[src/rtl/fpga_coproc_pkg.sv]
// Shared definitions for the polynomial coprocessor: FSM states, mode codes
// and the mode-decoding helper.
package fpga_coproc_pkg;

  localparam int MODE_W = 2;

  typedef logic [MODE_W-1:0] mode_t;

  typedef enum logic [1:0] {
    IDLE = 2'd0,
    ADD  = 2'd1,
    MUL2 = 2'd2,
    DONE = 2'd3
  } state_t;

  localparam mode_t MODE_SQ   = 2'd0;  // x*x
  localparam mode_t MODE_SQ_K = 2'd1;  // x*x + K
  localparam mode_t MODE_POLY = 2'd2;  // (x*x + K)^2
  localparam mode_t MODE_PASS = 2'd3;  // x

  // Modes that route through the adder after the first square
  function automatic logic needs_add(input mode_t m);
    return (m == MODE_SQ_K) || (m == MODE_POLY);
  endfunction

endpackage

[src/rtl/fpga_coproc_poly_sync_bus.sv]
// Multi-flop synchroniser for a bus of quasi-static signals; every stage
// resets to zero.
module sync_bus #(
  parameter int WIDTH  = 1,
  parameter int STAGES = 2
) (
  input  logic             clock,
  input  logic             reset_n,
  input  logic [WIDTH-1:0] d,
  output logic [WIDTH-1:0] q
);

  logic [STAGES-1:0][WIDTH-1:0] stage_reg;

  always_ff @(posedge clock or negedge reset_n) begin
    if (!reset_n) begin
      stage_reg <= '0;
    end else begin
      stage_reg <= {stage_reg[STAGES-2:0], d};
    end
  end

  assign q = stage_reg[STAGES-1];

endmodule

[src/rtl/fpga_coproc_poly.sv]
// MCU-port polynomial coprocessor: toggle-tag handshake, one shared adder and
// multiplier. Define FPGA_COPROC_OVERFLOW_EN to add the sticky overflow output.
module fpga_coproc_poly #(
  parameter int DATA_W      = 8,
  parameter int RESULT_W    = 8,
  parameter int ADD_K       = 3,
  parameter int SYNC_STAGES = 2
) (
  input  logic                clock,
  input  logic                reset_n,
  input  logic [DATA_W-1:0]   data_in,
  input  logic [1:0]          mode_in,
  input  logic                tag_in,
  output logic [RESULT_W-1:0] result,
  output logic                ack_tag,
  output logic                busy
`ifdef FPGA_COPROC_OVERFLOW_EN
  ,
  output logic                overflow
`endif
);

  import fpga_coproc_pkg::*;

  localparam int SW = 1 + MODE_W + DATA_W;
  localparam logic [RESULT_W-1:0] K = RESULT_W'(ADD_K);
`ifdef FPGA_COPROC_OVERFLOW_EN
  localparam int PW = 2 * RESULT_W;
`else
  localparam int PW = RESULT_W;
`endif

  // Tag, mode and data share one synchroniser so they age together
  logic [SW-1:0]       sync_q;
  logic                tag_s;
  mode_t               mode_s;
  logic [DATA_W-1:0]   data_s;
  logic [RESULT_W-1:0] x_s;

  sync_bus #(
    .WIDTH  (SW),
    .STAGES (SYNC_STAGES)
  ) u_sync (
    .clock   (clock),
    .reset_n (reset_n),
    .d       ({tag_in, mode_in, data_in}),
    .q       (sync_q)
  );

  assign tag_s  = sync_q[SW-1];
  assign mode_s = sync_q[SW-2 -: MODE_W];
  assign data_s = sync_q[DATA_W-1:0];
  assign x_s    = RESULT_W'(data_s);

  state_t              state_reg,    state_next;
  logic                first_reg,    first_next;
  logic                prev_tag_reg, prev_tag_next;
  logic [RESULT_W-1:0] x_reg,        x_next;
  mode_t               mode_reg,     mode_next;
  logic [RESULT_W-1:0] r_mul_reg,    r_mul_next;
  logic [RESULT_W-1:0] r_add_reg,    r_add_next;
  logic [RESULT_W-1:0] result_reg,   result_next;
  logic                ack_reg,      ack_next;

  // Shared arithmetic units; inputs are held at zero when unused
  logic [RESULT_W-1:0] mul_a, mul_b, add_a, add_b;
  logic [PW-1:0]       mul_full;
  logic [RESULT_W-1:0] mul_p, add_p;

  assign mul_full = PW'(mul_a) * PW'(mul_b);
  assign mul_p    = mul_full[RESULT_W-1:0];

`ifdef FPGA_COPROC_OVERFLOW_EN
  logic [RESULT_W:0]   add_full;
  logic                mul_ovf, add_ovf;
  logic                ovf_acc_reg, ovf_acc_next;
  logic                ovf_reg,     ovf_next;

  assign add_full = {1'b0, add_a} + {1'b0, add_b};
  assign add_p    = add_full[RESULT_W-1:0];
  assign add_ovf  = add_full[RESULT_W];
  assign mul_ovf  = |mul_full[PW-1:RESULT_W];
`else
  assign add_p = add_a + add_b;
`endif

  always_comb begin
    state_next    = state_reg;
    first_next    = first_reg;
    prev_tag_next = prev_tag_reg;
    x_next        = x_reg;
    mode_next     = mode_reg;
    r_mul_next    = r_mul_reg;
    r_add_next    = r_add_reg;
    result_next   = result_reg;
    ack_next      = ack_reg;
    mul_a         = '0;
    mul_b         = '0;
    add_a         = '0;
    add_b         = '0;
`ifdef FPGA_COPROC_OVERFLOW_EN
    ovf_acc_next  = ovf_acc_reg;
    ovf_next      = ovf_reg;
`endif

    case (state_reg)
      IDLE: begin
        if (first_reg) begin
          // Adopt whatever tag level the host left; no request on wake-up
          prev_tag_next = tag_s;
          first_next    = 1'b0;
        end else if (tag_s != prev_tag_reg) begin
          prev_tag_next = tag_s;
          x_next        = x_s;
          mode_next     = mode_s;
          mul_a         = x_s;
          mul_b         = x_s;
          r_mul_next    = mul_p;
`ifdef FPGA_COPROC_OVERFLOW_EN
          ovf_acc_next  = mul_ovf;
          ovf_next      = 1'b0;
`endif
          state_next    = needs_add(mode_s) ? ADD : DONE;
        end
      end

      ADD: begin
        add_a      = r_mul_reg;
        add_b      = K;
        r_add_next = add_p;
`ifdef FPGA_COPROC_OVERFLOW_EN
        ovf_acc_next = ovf_acc_reg | add_ovf;
`endif
        state_next = (mode_reg == MODE_POLY) ? MUL2 : DONE;
      end

      MUL2: begin
        mul_a      = r_add_reg;
        mul_b      = r_add_reg;
        r_mul_next = mul_p;
`ifdef FPGA_COPROC_OVERFLOW_EN
        ovf_acc_next = ovf_acc_reg | mul_ovf;
`endif
        state_next = DONE;
      end

      DONE: begin
        case (mode_reg)
          MODE_SQ_K: result_next = r_add_reg;
          MODE_PASS: result_next = x_reg;
          default:   result_next = r_mul_reg;
        endcase
        ack_next   = ~ack_reg;
`ifdef FPGA_COPROC_OVERFLOW_EN
        ovf_next   = ovf_acc_reg;
`endif
        state_next = IDLE;
      end

      default: state_next = IDLE;
    endcase
  end

  always_ff @(posedge clock or negedge reset_n) begin
    if (!reset_n) begin
      state_reg    <= IDLE;
      first_reg    <= 1'b1;
      prev_tag_reg <= 1'b0;
      x_reg        <= '0;
      mode_reg     <= MODE_SQ;
      r_mul_reg    <= '0;
      r_add_reg    <= '0;
      result_reg   <= '0;
      ack_reg      <= 1'b0;
`ifdef FPGA_COPROC_OVERFLOW_EN
      ovf_acc_reg  <= 1'b0;
      ovf_reg      <= 1'b0;
`endif
    end else begin
      state_reg    <= state_next;
      first_reg    <= first_next;
      prev_tag_reg <= prev_tag_next;
      x_reg        <= x_next;
      mode_reg     <= mode_next;
      r_mul_reg    <= r_mul_next;
      r_add_reg    <= r_add_next;
      result_reg   <= result_next;
      ack_reg      <= ack_next;
`ifdef FPGA_COPROC_OVERFLOW_EN
      ovf_acc_reg  <= ovf_acc_next;
      ovf_reg      <= ovf_next;
`endif
    end
  end

  assign result  = result_reg;
  assign ack_tag = ack_reg;
  assign busy    = (state_reg != IDLE);
`ifdef FPGA_COPROC_OVERFLOW_EN
  assign overflow = ovf_reg;
`endif

endmodule

[config.mk]
export PLATFORM = sky130hd
export DESIGN_NAME = fpga_coproc_poly
export DESIGN_NICKNAME = d
export VERILOG_FILES = /design/src/rtl/fpga_coproc_pkg.sv /design/src/rtl/fpga_coproc_poly_sync_bus.sv /design/src/rtl/fpga_coproc_poly.sv
export SDC_FILE = /design/constraint.sdc
export NUM_CORES = 1
export LEC_CHECK = 0
export BUFFER_PORTS_ARGS = -buffer_cell sky130_fd_sc_hd__buf_2
export CAP_MARGIN = 15
export CORE_ASPECT_RATIO = 0.75
export CORE_MARGIN = 4
export CORE_UTILIZATION = 38
export CTS_CLUSTER_DIAMETER = 30
export DETAILED_ROUTE_END_ITERATION = 8
export GPL_TIMING_DRIVEN = 0
export PLACE_DENSITY = 0.63
export SYNTH_ARGS = -nofsm -noshare
export SYNTH_HDL_FRONTEND = slang
export SYNTH_HIERARCHICAL = 1
export SYNTH_SLANG_ARGS = --single-unit
[constraint.sdc]
create_clock -name clock -period 4.9 [get_ports clock]
set_input_delay 0.735 -clock clock [delete_from_list [all_inputs] [get_ports clock]]
set_output_delay 0.735 -clock clock [all_outputs]
set_load 0.005 [all_outputs]
==> results.md <==
* Area grow syn2layout at 18.78%
* Drt total wl at just over 6000 um
* Fin cells at 439
* Largest area contributor in the netlist: dfrtp_1
* Final-report setup violation count at 0
* Die width at around 110 um
* Register area share after synthesis at 49.02%
* Cells after Synth at 288
* RSZ-0062 raised after global routing: false
* Max Slew Vio Count at 0
* Core box area at 7883 sq um
* Comb power frac at 41.3%
* DR iter-0 viols at 115
* DR pass1 iterations at 4
* Worst VDD drop at 0.2282 mV
* CTS tree: yes
* Switching share of power at between 30% and 40%
* FMAX at around 0.22 GHz
* Max clock buf depth at 2
* Die ar. at 9583 sq um
* Final ANT Viol Nets at 0
* Clk_lat worst skew at 340 ps
* Crit path buf inv count at 5
* Root Buffer: clkbuf_8
* Syn nets at 327
* Avg Cell Area, Syn at 10.64 sq um
* Share of layout cells above drive strength 1 at 23.65%
* Rows at 28
* H-tree Lvls at 3
* Grt total ovfl at 0
* Worst Path Max Fanout at 8
* Initial antenna violation count at 0
* Starting density of the core at 38.89%
* Area share of the largest cell type after synthesis at approximately half
* Vias in the first global route at 2053
* Total of max-cap violations at 0
* Slowest CP cell: fa_1
* Outcome: completed
* Seq pwr share at 34.2%
* Die Y at 85.79 um
* Element type at the critical path start: flip-flop
* Global-route wire length before repair at 10320 um
* Fin Hold WS at 347.3 ps
* Boundary Pins at 23
* Clock power frac at 24.5%
* Vias per cell at 4.715
* Critical-path cell list: inv_1, ha_1, buf_2, inv_2, nor3_4, a22oi_2, buf_4, nor2_1, ha_1, fa_1, ha_1, fa_1, inv_1, fa_1, nand2b_1, a21oi_1, xnor2_1, xnor2_1, o21ai_1
* Total track usage at 13.89%
* TritonCTS Buffers at 9
* Largest net degree at the start of global routing at 41
* Leakage power at roughly 0.0018 uW
* Hold Crit Class: reg2reg
* Placed instance count at 416
* Clock Sinks at 60
* Hold buffers post-CTS at 0
* Worst rel slew slack at 56.66%
* Final min period at approximately 4600 ps
* Post-synth cell types at 37
* RD Place Congestion at 0.8203
* Clock Skews at approximately 7.0 ps
* WS Path Type: reg2reg
* Async SR Flop Fraction at 100.0%
* Slew @ Worst Pin at roughly 650 ps
* Clk slew on worst S/H paths at 60 ps
* Ant. Diodes at 0
* Top_reg_cell synth: dfrtp_1
* Final setup TNS at 0 ps
* Synthesized cell area at 3065 sq um
* Vias at ~2100
* Number of port buffers at 22
* Final nets at ~370
* Power Dens Cells at 621.2 nW/um^2
* List of most frequent post-synthesis cells: dfrtp_1 (59), nand2_1 (38), nor2_1 (29), inv_1 (27), a21oi_1 (19)
* Yosys warns at 6
* Delay-heaviest family, CP: adder cells
* Critical Path Max Stage Delay at 550 ps
* EDFF count, synth at 0
* Final Hold Viols at 0
* Count leader, synth: dfrtp_1
* Yosys reg bits at 60
* Arrival time of the worst setup path at 4780 ps
* Pint at 1414 uW
* Req. time, crit path at 5110 ps
* Synth area leaders: dfrtp_1 (48%), ha_1 (6.9%), fa_1 (5.9%)
* Psw at 847.5 uW
* DP Wirelength at 4484 um
* Period utilisation layout at 93.25%
* Drc violations at 0
* Critical path endpoint category: flip-flop
* WL/cell at ~14 um
## what timing repair did
item | in CTS | in global routing
endpoints found under the hold margin | 0 | 0
setup endpoints to repair | 0 | 2
buffers inserted | 0 | 7
resized for setup | 0 | 6
## worst reg2reg max path: cells and delay by family, from the launching register on
kind	cells	cell delay (ps)
compound gates	3	400
simple gates	3	560
xor+xnor	2	290
buf+inv	5	620
fa+ha+maj	6	2130
flops	1	460
## kinds of logic after synthesis
| family | after synthesis | synth area share (%) |
|---|---|---|
| adders and majority gates | 26 | 12.82 |
| DFF | 60 | 49.02 |
| AOI/OAI and AO/OA | 37 | 7.469 |
| xor gates and xnor gates | 14 | 4.449 |
| and+or+nand+nor | 83 | 11.76 |
| muxes | 21 | 7.225 |
| buffers and inverters | 47 | 7.266 |
## stage by stage
step | utilization [%] | worst slack [ps] | total power (uW) | cell area (sq um)
floorplan | - | 555.5 | 1402 | 3065
global placement | 41.95 | 172.4 | 1632 | 3307
detailed placement | 42.21 | 136.2 | 1672 | 3327
CTS | 45.38 | 103.8 | 2241 | 3577
global route | 46.19 | 25.95 | 2449 | 3641
finish | 46.19 | 330.8 | 2262 | 3641
## area by class of cell
cell class | count | area (sq um)
flip-flops and latches | 60 | 1504
multi-input cells | 181 | 1350
fillers | 752 | 4242
repair buffers | 30 | 182.7
well taps | 105 | 131.4
clock inverters | 4 | 95.09
clock buffers | 12 | 155.1
inverters | 27 | 101.3
plain buffers | 20 | 121.4
## layer usage
layer | vias up | routed length, um | track usage (%) | part of all wire, %
li1 | 1002 | - | - | -
met1 | 1010 | 3123 | 20.47 | 51
met2 | 48 | 2585 | 19.21 | 42
met3 | 10 | 331 | 4.513 | 5.4
met4 | 0 | 106 | 4.641 | 1.7
met5 | - | 0 | 0 | 0
## cells in the final DEF (no fill, tap or decap), types with 3 or more instances in the layout
master      n
mux2_2      9
dfrtp_1    58
xor2_1      7
clkbuf_1    6
xnor2_1     6
fa_1        9
clkbuf_8   11
nor2_1     27
buf_4      18
mux2i_1    12
nand3_1     4
inv_1      25
bufinv_16   3
ha_1       17
a21oi_1    19
a21o_1      3
nand2_1    38
buf_2      26
nor2b_1     3
o21ai_0     3
a22oi_2     3
## path summary, 6_finish.rpt
| path | to | cells past startpoint | from | slack, ps |
|---|---|---|---|---|
| min in group asynchronous | u_sync/stage_reg[5] | 1 | reset_n | 360 |
| setup / recovery | r_mul_reg[7] | 19 | state_reg[0] | 330 |
| setup reg to reg | r_mul_reg[7] | 19 | state_reg[0] | 330 |
| max in group asynchronous | first_reg | 2 | reset_n | 3890 |
| hold / removal | u_sync/q[9] | 0 | u_sync/stage_reg[9] | 350 |
| hold reg to reg | u_sync/q[9] | 0 | u_sync/stage_reg[9] | 350 |
## power by group through the flow
| stage | Clock (uW) | Sequential, uW | Combinational [uW] |
|---|---|---|---|
| floorplan | 0 | 745 | 657 |
| global placement | 0 | 772 | 860 |
| detailed placement | 0 | 781 | 891 |
| CTS | 568 | 772 | 901 |
| global route | 592 | 794 | 1060 |
| finish | 554 | 774 | 934 |
No activity file was read; power rests on OpenSTA's default activity.
